**src/rtl/control_pipe_if.sv**
```systemverilog
// Decoder-to-pipeline control bundle: ID-stage inputs
// and the registered per-stage control outputs.
interface control_pipe_if #(
  parameter int CNT_W = 16
);
  logic [31:0]      ctrl_i;
  logic [4:0]       wr_reg_i;
  logic             hazard_i;
  logic             flush_i;
  logic             freeze_i;
  logic             ex_regdst_o;
  logic [1:0]       ex_aluop_o;
  logic             ex_alusrc_o;
  logic             ex_memread_o;
  logic [4:0]       ex_wr_reg_o;
  logic             mem_memread_o;
  logic             mem_memwrite_o;
  logic             mem_regwrite_o;
  logic [4:0]       mem_wr_reg_o;
  logic             wb_regwrite_o;
  logic             wb_memtoreg_o;
  logic [4:0]       wb_wr_reg_o;
  logic [CNT_W-1:0] bubble_cnt_o;
  logic             illegal_o;

  modport master (
    output ctrl_i, wr_reg_i, hazard_i,
    output flush_i, freeze_i,
    input  ex_regdst_o, ex_aluop_o,
    input  ex_alusrc_o, ex_memread_o,
    input  ex_wr_reg_o,
    input  mem_memread_o, mem_memwrite_o,
    input  mem_regwrite_o, mem_wr_reg_o,
    input  wb_regwrite_o, wb_memtoreg_o,
    input  wb_wr_reg_o,
    input  bubble_cnt_o, illegal_o
  );

  modport slave (
    input  ctrl_i, wr_reg_i, hazard_i,
    input  flush_i, freeze_i,
    output ex_regdst_o, ex_aluop_o,
    output ex_alusrc_o, ex_memread_o,
    output ex_wr_reg_o,
    output mem_memread_o, mem_memwrite_o,
    output mem_regwrite_o, mem_wr_reg_o,
    output wb_regwrite_o, wb_memtoreg_o,
    output wb_wr_reg_o,
    output bubble_cnt_o, illegal_o
  );
endinterface

```
**src/rtl/control_pipe.sv**
```systemverilog
// Stages decoder control bits and rd through ID/EX,
// EX/MEM and MEM/WB with bubble, flush and freeze.
module control_pipe #(
  parameter int CNT_W = 16
) (
  input logic          clk_i,
  input logic          rst_i,
  control_pipe_if.slave bus
);
  typedef struct packed {
    logic [7:0] ctrl;
    logic [4:0] rd;
  } stage_t;

  localparam logic [CNT_W-1:0] CNT_MAX = '1;

  stage_t           id_ex;
  stage_t           ex_mem;
  stage_t           mem_wb;
  logic [CNT_W-1:0] cnt;
  logic             illegal;
  logic             bubble;
  logic             rsvd;

  assign bubble = bus.flush_i | bus.hazard_i;
  assign rsvd   = |bus.ctrl_i[31:10];

  always_ff @(posedge clk_i) begin
    if (!rst_i) begin
      id_ex   <= '0;
      ex_mem  <= '0;
      mem_wb  <= '0;
      cnt     <= '0;
      illegal <= 1'b0;
    end else if (!bus.freeze_i) begin
      mem_wb <= ex_mem;
      ex_mem <= id_ex;
      if (bubble) begin
        id_ex <= '0;
        if (cnt != CNT_MAX)
          cnt <= cnt + 1'b1;
      end else begin
        id_ex.ctrl <= bus.ctrl_i[7:0];
        id_ex.rd   <= bus.wr_reg_i;
        if (rsvd)
          illegal <= 1'b1;
      end
    end
  end

  // ctrl bits: 0 RegWrite, 1 MemToReg, 2 MemWrite,
  // 3 MemRead, 4 RegDst, 6:5 ALUOp, 7 ALUSrc
  assign bus.ex_regdst_o    = id_ex.ctrl[4];
  assign bus.ex_aluop_o     = id_ex.ctrl[6:5];
  assign bus.ex_alusrc_o    = id_ex.ctrl[7];
  assign bus.ex_memread_o   = id_ex.ctrl[3];
  assign bus.ex_wr_reg_o    = id_ex.rd;
  assign bus.mem_memread_o  = ex_mem.ctrl[3];
  assign bus.mem_memwrite_o = ex_mem.ctrl[2];
  assign bus.mem_regwrite_o = ex_mem.ctrl[0];
  assign bus.mem_wr_reg_o   = ex_mem.rd;
  assign bus.wb_regwrite_o  = mem_wb.ctrl[0];
  assign bus.wb_memtoreg_o  = mem_wb.ctrl[1];
  assign bus.wb_wr_reg_o    = mem_wb.rd;
  assign bus.bubble_cnt_o   = cnt;
  assign bus.illegal_o      = illegal;
endmodule

```
**src/flat_wrapper.sv**
```systemverilog
// flat-port wrapper written by rule: the top's interface ports become plain ports
module control_pipe_flat 
#(
  parameter int CNT_W = 16
)
  (clk_i, rst_i, bus_ctrl_i, bus_wr_reg_i, bus_hazard_i, bus_flush_i, bus_freeze_i, bus_ex_regdst_o, bus_ex_aluop_o, bus_ex_alusrc_o, bus_ex_memread_o, bus_ex_wr_reg_o, bus_mem_memread_o, bus_mem_memwrite_o, bus_mem_regwrite_o, bus_mem_wr_reg_o, bus_wb_regwrite_o, bus_wb_memtoreg_o, bus_wb_wr_reg_o, bus_bubble_cnt_o, bus_illegal_o);
  control_pipe_if #(.CNT_W(CNT_W)) bus_i ();
  input logic clk_i;
  input logic rst_i;
  input wire logic [$bits(bus_i.ctrl_i)-1:0] bus_ctrl_i;
  input wire logic [$bits(bus_i.wr_reg_i)-1:0] bus_wr_reg_i;
  input wire logic [$bits(bus_i.hazard_i)-1:0] bus_hazard_i;
  input wire logic [$bits(bus_i.flush_i)-1:0] bus_flush_i;
  input wire logic [$bits(bus_i.freeze_i)-1:0] bus_freeze_i;
  output wire logic [$bits(bus_i.ex_regdst_o)-1:0] bus_ex_regdst_o;
  output wire logic [$bits(bus_i.ex_aluop_o)-1:0] bus_ex_aluop_o;
  output wire logic [$bits(bus_i.ex_alusrc_o)-1:0] bus_ex_alusrc_o;
  output wire logic [$bits(bus_i.ex_memread_o)-1:0] bus_ex_memread_o;
  output wire logic [$bits(bus_i.ex_wr_reg_o)-1:0] bus_ex_wr_reg_o;
  output wire logic [$bits(bus_i.mem_memread_o)-1:0] bus_mem_memread_o;
  output wire logic [$bits(bus_i.mem_memwrite_o)-1:0] bus_mem_memwrite_o;
  output wire logic [$bits(bus_i.mem_regwrite_o)-1:0] bus_mem_regwrite_o;
  output wire logic [$bits(bus_i.mem_wr_reg_o)-1:0] bus_mem_wr_reg_o;
  output wire logic [$bits(bus_i.wb_regwrite_o)-1:0] bus_wb_regwrite_o;
  output wire logic [$bits(bus_i.wb_memtoreg_o)-1:0] bus_wb_memtoreg_o;
  output wire logic [$bits(bus_i.wb_wr_reg_o)-1:0] bus_wb_wr_reg_o;
  output wire logic [$bits(bus_i.bubble_cnt_o)-1:0] bus_bubble_cnt_o;
  output wire logic [$bits(bus_i.illegal_o)-1:0] bus_illegal_o;
  assign bus_i.ctrl_i = bus_ctrl_i;
  assign bus_i.wr_reg_i = bus_wr_reg_i;
  assign bus_i.hazard_i = bus_hazard_i;
  assign bus_i.flush_i = bus_flush_i;
  assign bus_i.freeze_i = bus_freeze_i;
  assign bus_ex_regdst_o = bus_i.ex_regdst_o;
  assign bus_ex_aluop_o = bus_i.ex_aluop_o;
  assign bus_ex_alusrc_o = bus_i.ex_alusrc_o;
  assign bus_ex_memread_o = bus_i.ex_memread_o;
  assign bus_ex_wr_reg_o = bus_i.ex_wr_reg_o;
  assign bus_mem_memread_o = bus_i.mem_memread_o;
  assign bus_mem_memwrite_o = bus_i.mem_memwrite_o;
  assign bus_mem_regwrite_o = bus_i.mem_regwrite_o;
  assign bus_mem_wr_reg_o = bus_i.mem_wr_reg_o;
  assign bus_wb_regwrite_o = bus_i.wb_regwrite_o;
  assign bus_wb_memtoreg_o = bus_i.wb_memtoreg_o;
  assign bus_wb_wr_reg_o = bus_i.wb_wr_reg_o;
  assign bus_bubble_cnt_o = bus_i.bubble_cnt_o;
  assign bus_illegal_o = bus_i.illegal_o;
  control_pipe #(.CNT_W(CNT_W)) u_core (.clk_i(clk_i), .rst_i(rst_i), .bus(bus_i));
endmodule
```
**config.mk**
```make
export PLATFORM = sky130hd
export DESIGN_NAME = control_pipe_flat
export DESIGN_NICKNAME = d
export VERILOG_FILES = /design/src/rtl/control_pipe_if.sv /design/src/rtl/control_pipe.sv /design/src/flat_wrapper.sv
export SDC_FILE = /design/constraint.sdc
export NUM_CORES = 1
export LEC_CHECK = 0
export ABC_AREA = 1
export CORE_ASPECT_RATIO = 0.75
export CORE_UTILIZATION = 47
export DETAILED_ROUTE_END_ITERATION = 6
export PLACE_DENSITY = 0.94
export SLEW_MARGIN = 10
export SYNTH_ARGS = -nofsm -noshare
export SYNTH_HDL_FRONTEND = slang
export SYNTH_SLANG_ARGS = --single-unit
```
**constraint.sdc**
```tcl
create_clock -name clk_i -period 3.1 [get_ports clk_i]
set_clock_uncertainty 0.2 [all_clocks]
set_input_delay 0.62 -clock clk_i [delete_from_list [all_inputs] [get_ports clk_i]]
set_output_delay 0.62 -clock clk_i [all_outputs]
set_load 0.005 [all_outputs]
```
==> key figures, run 1 <==
Outcome
  – Status: finished, final reports clean

Timing
  – Worst Slack Setup Final: 0.9923 ns
  – Worst Tran Pin Value: between 0.8 and 0.9 ns
  – Setup TNS: 0 ns
  – Ratio of final minimum period to clock period: 0.6799
  – Endpoints failing hold: 0
  – RSZ-0062 raised after global routing: false
  – Relative slew slack: 0.4585
  – Min cycle time layout: around 2.1 ns
  – Finish-stage setup viols: 0
  – Fmax: 474.4 MHz
  – Pins Over Slew Limit: 0

Logic synthesis
  – Multiplexer share of the synthesized area: 0
  – Largest family of logic cells by synthesized area: simple AND/OR/NAND/NOR gates
  – Avg Cell Area, Syn: approximately 6.7 µm²
  – Mapped Area: between 2000 and 2500 µm²
  – Synth Area in Simple Gates: 0.3626
  – Async set-or-reset flop fraction in the synthesized netlist: 0
  – Syn nets: about 370
  – Top FF cell, synth: dfxtp_1
  – Post-synth EDFFs: 0
  – Synth Area in XOR/XNOR: 0.01190
  – Synth unique cells: 25
  – Cells after synthesis: 328
  – Post-Synth Adder-Cell Area: 0.005666
  – Synth Area in Compound Gates: 0.07932
  – Syn. warnings: 0
  – Seq/Total Area, Yosys: 0.4170
  – Seq cells post-synth: 46

Critical path
  – Crit path kind: reg -> out
  – Crit-path max FO: 6
  – Critical Path AT: around 1.3 ns
  – Crit start category: flop
  – Crit path max-delay family: buffers and inverters
  – WP buf/inv: 1
  – CP peak stage delay: ~0.54 ns
  – WP data required: 2.28 ns
  – Slowest-stage cell, CP: clkdlybuf4s50_1
  – CP cell instances: clkdlybuf4s50_1
  – Setup crit end kind: output port

Placement
  – Port bufs: between 80 and 90
  – Final Wtd Congestion: ~0.82
  – Setup WS pre-CTS: 0.6941 ns
  – Post-DP HPWL: 3.900 mm

Clock tree
  – Clock transition at the registers of the reported paths: roughly 0.090 ns
  – Worst-case clock buffer depth: 2
  – Cts bufs inserted: 5
  – Post_cts resized: 0
  – TritonCTS clock tree: done
  – Clk_lat worst skew: ~0.30 ns
  – CTS sink count: 46
  – Hold buffer count at CTS: 0
  – Setup bufs post-CTS: 0
  – CTS Root Cell: clkbuf_8
  – H-tree Lvls: 2

Floorplan
  – Ports: 84
  – Rows: 21
  – Starting Density: 0.4915
  – Core area: 4493 µm²
  – DIE WIDTH: 81.15 µm
  – Die Ht: 61.37 µm
  – Die area: 4980 µm²

Detailed routing
  – Top sig layer: met4
  – Met1 Wirelength: 2.495 mm
  – WL/cell: 11.53 µm
  – Vias: 2157
  – Routed wl met3: between 200 and 300 µm
  – DRC viols: 0
  – Post-route ant nets: 0
  – First-pass iteration count of the detailed router: 4
  – Wire length on met2: 2.314 mm
  – Vias/cell: 4.762
  – 1st-iter DRT viols: 102
  – Final Routed Wirelength: ~5.2 mm

GRT
  – GRT overflow: 0
  – Largest net degree at the start of global routing: 30
  – First-pass GRT wire length: 8.493 mm
  – Gr usage total: 0.2299
  – Initial antenna violation count: 0
  – Vias in the first global route: 1890

Layout
  – Antenna cells: 0
  – FILL cells: 401
  – Layout cells sized above 1: 0.06566
  – Fin nets: 438
  – Commonest cells after routing, fill and taps aside: 81 x clkdlybuf4s50_1, 80 x nand2_1, 74 x nor2_1
  – Layout area overhead: 38.41%
  – Most common cell after layout, fill and taps aside: clkdlybuf4s50_1

Pwr
  – Pwr per Cell Area: 387.9 nW/µm²
  – Maximum vdd ir drop: 0.2824 mV
  – LEAKAGE: 1.225 nW

Flow run
  – Max cap viols: 0

Hold path
  – Min-Delay Path Class: reg -> reg
-- synthesized netlist by cell type (2+ instances only) --
| library cell | count | area share |
|---|---|---|
| a21oi_1 | 19 | 0.043 |
| buf_2 | 2 | 0.0045 |
| buf_4 | 14 | 0.048 |
| buf_6 | 2 | 0.010 |
| clkbuf_1 | 4 | 0.0068 |
| clkinv_1 | 4 | 0.0068 |
| dfxtp_1 | 46 | 0.42 |
| inv_1 | 26 | 0.044 |
| nand2_1 | 80 | 0.14 |
| nand2_2 | 3 | 0.0085 |
| nand3_1 | 14 | 0.032 |
| nand3_2 | 3 | 0.014 |
| nand3b_1 | 2 | 0.0068 |
| nand4_1 | 3 | 0.0085 |
| nor2_1 | 74 | 0.13 |
| nor2_2 | 7 | 0.020 |
| o21ai_0 | 16 | 0.036 |
| xor2_1 | 2 | 0.0079 |
-- final cells by class --
class,instances,area [µm²],share of cell area
Multi-Input combinational cell,228,1015,0.3320
Sequential cell,46,920.9,0.3013
Timing Repair Buffer,83,838.3,0.2743
Inverter,31,116.4,0.03807
Clock buffer,6,82.58,0.02702
Tap cell,57,71.32,0.02333
Clock inverter,2,12.51,0.004093
-- through the flow --
| stage | hold slack, ns | power, mW | instances | util | area [µm²] |
|---|---|---|---|---|---|
| CTS | 0.2595 | 1.195 | 453 | 0.6803 | 3057 |
| global placement | 0.2420 | 0.8092 | 445 | 0.6591 | 2962 |
| global route | 0.2841 | 1.250 | 453 | 0.6803 | 3057 |
| detailed placement | 0.2473 | 0.8146 | 445 | 0.6591 | 2962 |
| finish | 0.2628 | 1.186 | 453 | 0.6803 | 3057 |
| floorplan | 0.2409 | 0.7182 | 328 | - | 2208 |
-- registers in the layout, summed over array words and instances, names as in the netlist --
register	cells
u_core.bus.mem_wr_reg_o	5
u_core.bus.mem_memwrite_o	1
u_core.bus.ex_memread_o	1
u_core.bus.illegal_o	1
u_core.bus.ex_regdst_o	1
u_core.bus.bubble_cnt_o	16
u_core.bus.wb_wr_reg_o	5
u_core.ex_mem	1
u_core.id_ex	3
u_core.bus.wb_regwrite_o	1
u_core.bus.wb_memtoreg_o	1
u_core.bus.ex_aluop_o	2
u_core.bus.ex_alusrc_o	1
u_core.bus.mem_regwrite_o	1
u_core.bus.mem_memread_o	1
u_core.bus.ex_wr_reg_o	5
-- power breakdown --
part	switching (mW)	total, mW	internal [mW]
sequential	0.0154	0.628	0.612
clock	0.206	0.385	0.179
combinational	0.0718	0.173	0.101
total	0.293	1.19	0.893
-- worst paths after layout --
path | startpoint | end | slack, ns | cells past startpoint
worst min register to register | u_core.bus.ex_alusrc_o | u_core.bus.ex_alusrc_o | 0.26 | 2
worst min-delay path | u_core.bus.ex_alusrc_o | u_core.bus.ex_alusrc_o | 0.26 | 2
worst max-delay path | u_core.bus.bubble_cnt_o[4] | bus_bubble_cnt_o[4] | 0.99 | 1
worst max register to register | u_core.bus.bubble_cnt_o[0] | u_core.bus.bubble_cnt_o[13] | 1.01 | 9
-- cell families (layout without fill, tap and decap cells) --
logic type | count (synthesis) | count (layout)
and+or+nand+nor | 189 | 189
AOI/OAI and AO/OA | 35 | 35
adders and majority gates | 1 | 1
DFF | 46 | 46
buffers and inverters | 54 | 122
xor gates and xnor gates | 3 | 3
-- metal layers --
metal  GRT usage  vias up
met3     0.06370       15
met1      0.2940      940
met5           0        -
li1            -     1133
met4      0.1046        0
met2      0.3661       69
Note: power is estimated with default switching activity, not from simulation.
==> inputs of run 2 (changes only) <==
- CORE_UTILIZATION: 47 -> 44
- PLACE_DENSITY: 0.94 -> 0.89
- clock period: 3.1 -> 2.1 ns (I/O delays scaled with it)
==> run 2 against run 1 <==
The flow now finishes with violations (design-rule violations). Highest routed layer unchanged. Flip-flop and latch count unchanged. Critical endpoint unchanged. Die area grew 6.6%. Critical path type unchanged. Final cell count is 1.3% higher. Clock power is 66% higher. Wire length about the same. First-iteration DRC count up 17%. Global-route usage is 1.9 points lower. Utilization fell by 1.4 points. Via count down 1.1%.
==> key figures, run 2 (synthesis gave the netlist of run 1 again) <==
Clock tree
  – TritonCTS clock tree: done
  – Clk_lat worst skew: 0.30 ns (about the same)
  – Clock transition at the registers of the reported paths: 0.09 ns (about the same)
  – CTS Root Cell: clkbuf_8
  – Worst-case clock buffer depth: 2 (unchanged)
  – Cts bufs inserted: 5 (unchanged)
  – Hold buffer count at CTS: 0 (unchanged)
  – Setup bufs post-CTS: 0 (unchanged)
  – CTS sink count: 46 (unchanged)
  – Post_cts resized: 0 (unchanged)
  – H-tree Lvls: 2 (unchanged)

Pwr
  – Pwr per Cell Area: 589.0 nW/µm² (+52%)
  – Maximum vdd ir drop: 0.4106 mV (+45%)
  – LEAKAGE: 1.255 nW (+2.4%)

Detailed routing
  – Vias: 2134 (-1.1%)
  – WL/cell: 11.39 µm (-1.2%)
  – Vias/cell: 4.649 (-2.4%)
  – DRC viols: 8 (+8)
  – Final Routed Wirelength: 5.230 mm (about the same)
  – First-pass iteration count of the detailed router: 6 (+2)
  – 1st-iter DRT viols: 119 (+17%)
  – Post-route ant nets: 0 (unchanged)

Floorplan
  – Core area: 4651 µm² (+3.5%)
  – Die Ht: 63.36 µm (+3.2%)
  – Ports: 84 (unchanged)
  – Starting Density: 0.4748 (-0.01666)
  – Rows: 21 (unchanged)
  – Die area: 5309 µm² (+6.6%)
  – DIE WIDTH: 83.81 µm (+3.3%)

GRT
  – First-pass GRT wire length: 8.756 mm (+3.1%)
  – Vias in the first global route: 1957 (+3.5%)
  – GRT overflow: 0 (unchanged)
  – Initial antenna violation count: 0 (unchanged)
  – Gr usage total: 0.2104 (-0.01944)
  – Largest net degree at the start of global routing: 30 (unchanged)

Critical path
  – Critical Path AT: 1.30 ns (about the same)
  – CP peak stage delay: 0.55 ns (about the same)
  – Crit start category: flop
  – WP buf/inv: 1 (unchanged)
  – Setup crit end kind: output port
  – Crit path kind: reg -> out
  – WP data required: 1.48 ns (-0.80 ns)
  – CP cell instances: clkdlybuf4s50_1
  – Crit-path max FO: 6 (unchanged)
  – Flop2flop setup slack: 0.31 ns (-0.70 ns)
  – Crit path max-delay family: buffers and inverters
  – Slowest-stage cell, CP: clkdlybuf4s50_1

Placement
  – Setup WS pre-CTS: 0.09877 ns (-0.5954 ns)
  – Post-DP HPWL: 3.994 mm (+2.4%)
  – Port bufs: 81 (unchanged)
  – Final Wtd Congestion: 0.8424 (+2.6%)

Flow run
  – Max cap viols: 0 (unchanged)

Timing
  – Relative slew slack: 0.6943 (+0.2359)
  – Worst Slack Setup Final: 0.1850 ns (-0.8073 ns)
  – Setup TNS: 0 ns (unchanged)
  – Ratio of final minimum period to clock period: 0.9119
  – Worst Tran Pin Value: 0.4580 ns (-0.3535 ns)
  – RSZ-0062 raised after global routing: false
  – Finish-stage setup viols: 0 (unchanged)
  – Endpoints failing hold: 0 (unchanged)
  – Min cycle time layout: approximately 1.9 ns
  – Pins Over Slew Limit: 0 (unchanged)
  – Fmax: about 520 MHz

Outcome
  – Failing checks: design-rule violations
  – Status: complete, but fails checks

Layout
  – Layout area overhead: 40.40%
  – Max reg flops: 16 (unchanged)
  – Most common cell after layout, fill and taps aside: clkdlybuf4s50_1
  – Antenna cells: 0 (unchanged)
  – Commonest cells after routing, fill and taps aside: 81 x clkdlybuf4s50_1, 80 x nand2_1, 74 x nor2_1
  – Fin nets: 444 (+1.4%)
  – Layout cells sized above 1: 0.07463 (+0.008970)

Hold path
  – Min-Delay Path Class: reg -> reg
[run 2: worst paths after layout]
kind	endpoint	from	depth (start not counted)
max	bus_bubble_cnt_o[4]	u_core.bus.bubble_cnt_o[4]	1
min	u_core.id_ex[5]	u_core.id_ex[5]	2
max reg2reg	u_core.bus.bubble_cnt_o[14]	u_core.bus.bubble_cnt_o[1]	9
min reg2reg	u_core.id_ex[5]	u_core.id_ex[5]	2
[run 2: per-stage QoR]
step                      instance area [µm²]  hold WS (ns)  instances    util  power, mW
after floorplan                          2208        0.2409        328       -      1.060
after global placement                   2994        0.2383        451  0.6438      1.200
after detailed placement                 2994        0.2519        451  0.6438      1.207
after CTS                                3100        0.2642        459  0.6667      1.844
after global routing                     3100        0.2821        459  0.6667      1.920
final                                    3100        0.2640        459  0.6667      1.826
[run 2: routing by layer]
| layer | GRT usage | wire [µm] |
|---|---|---|
| met1 | 0.2618 | 2462 |
| met2 | 0.3463 | 2386 |
| met3 | 0.05111 | 250 |
| met4 | 0.09483 | 130 |
| met5 | 0 | 0 |
[run 2: layout make-up]
class	instances	area, µm²
multi-input cells	228	1015
flip-flops and latches	46	920.9
fillers	400	1550
well taps	57	71.32
inverters	31	116.4
clock buffers	7	76.32
repair buffers	89	870.8
clock inverters	1	30.03
[run 2: power by group]
part           switching [mW]  total (mW)  internal [mW]  leakage [nW]
clock                   0.283       0.639          0.356        0.0524
sequential             0.0242       0.928          0.904         0.376
combinational           0.105       0.259          0.154         0.827
==> inputs of run 3 (changes only) <==
- CAP_MARGIN: default -> 20
==> results of run 3 <==
Final layout, timing and power as in run 2 (identical DEF).
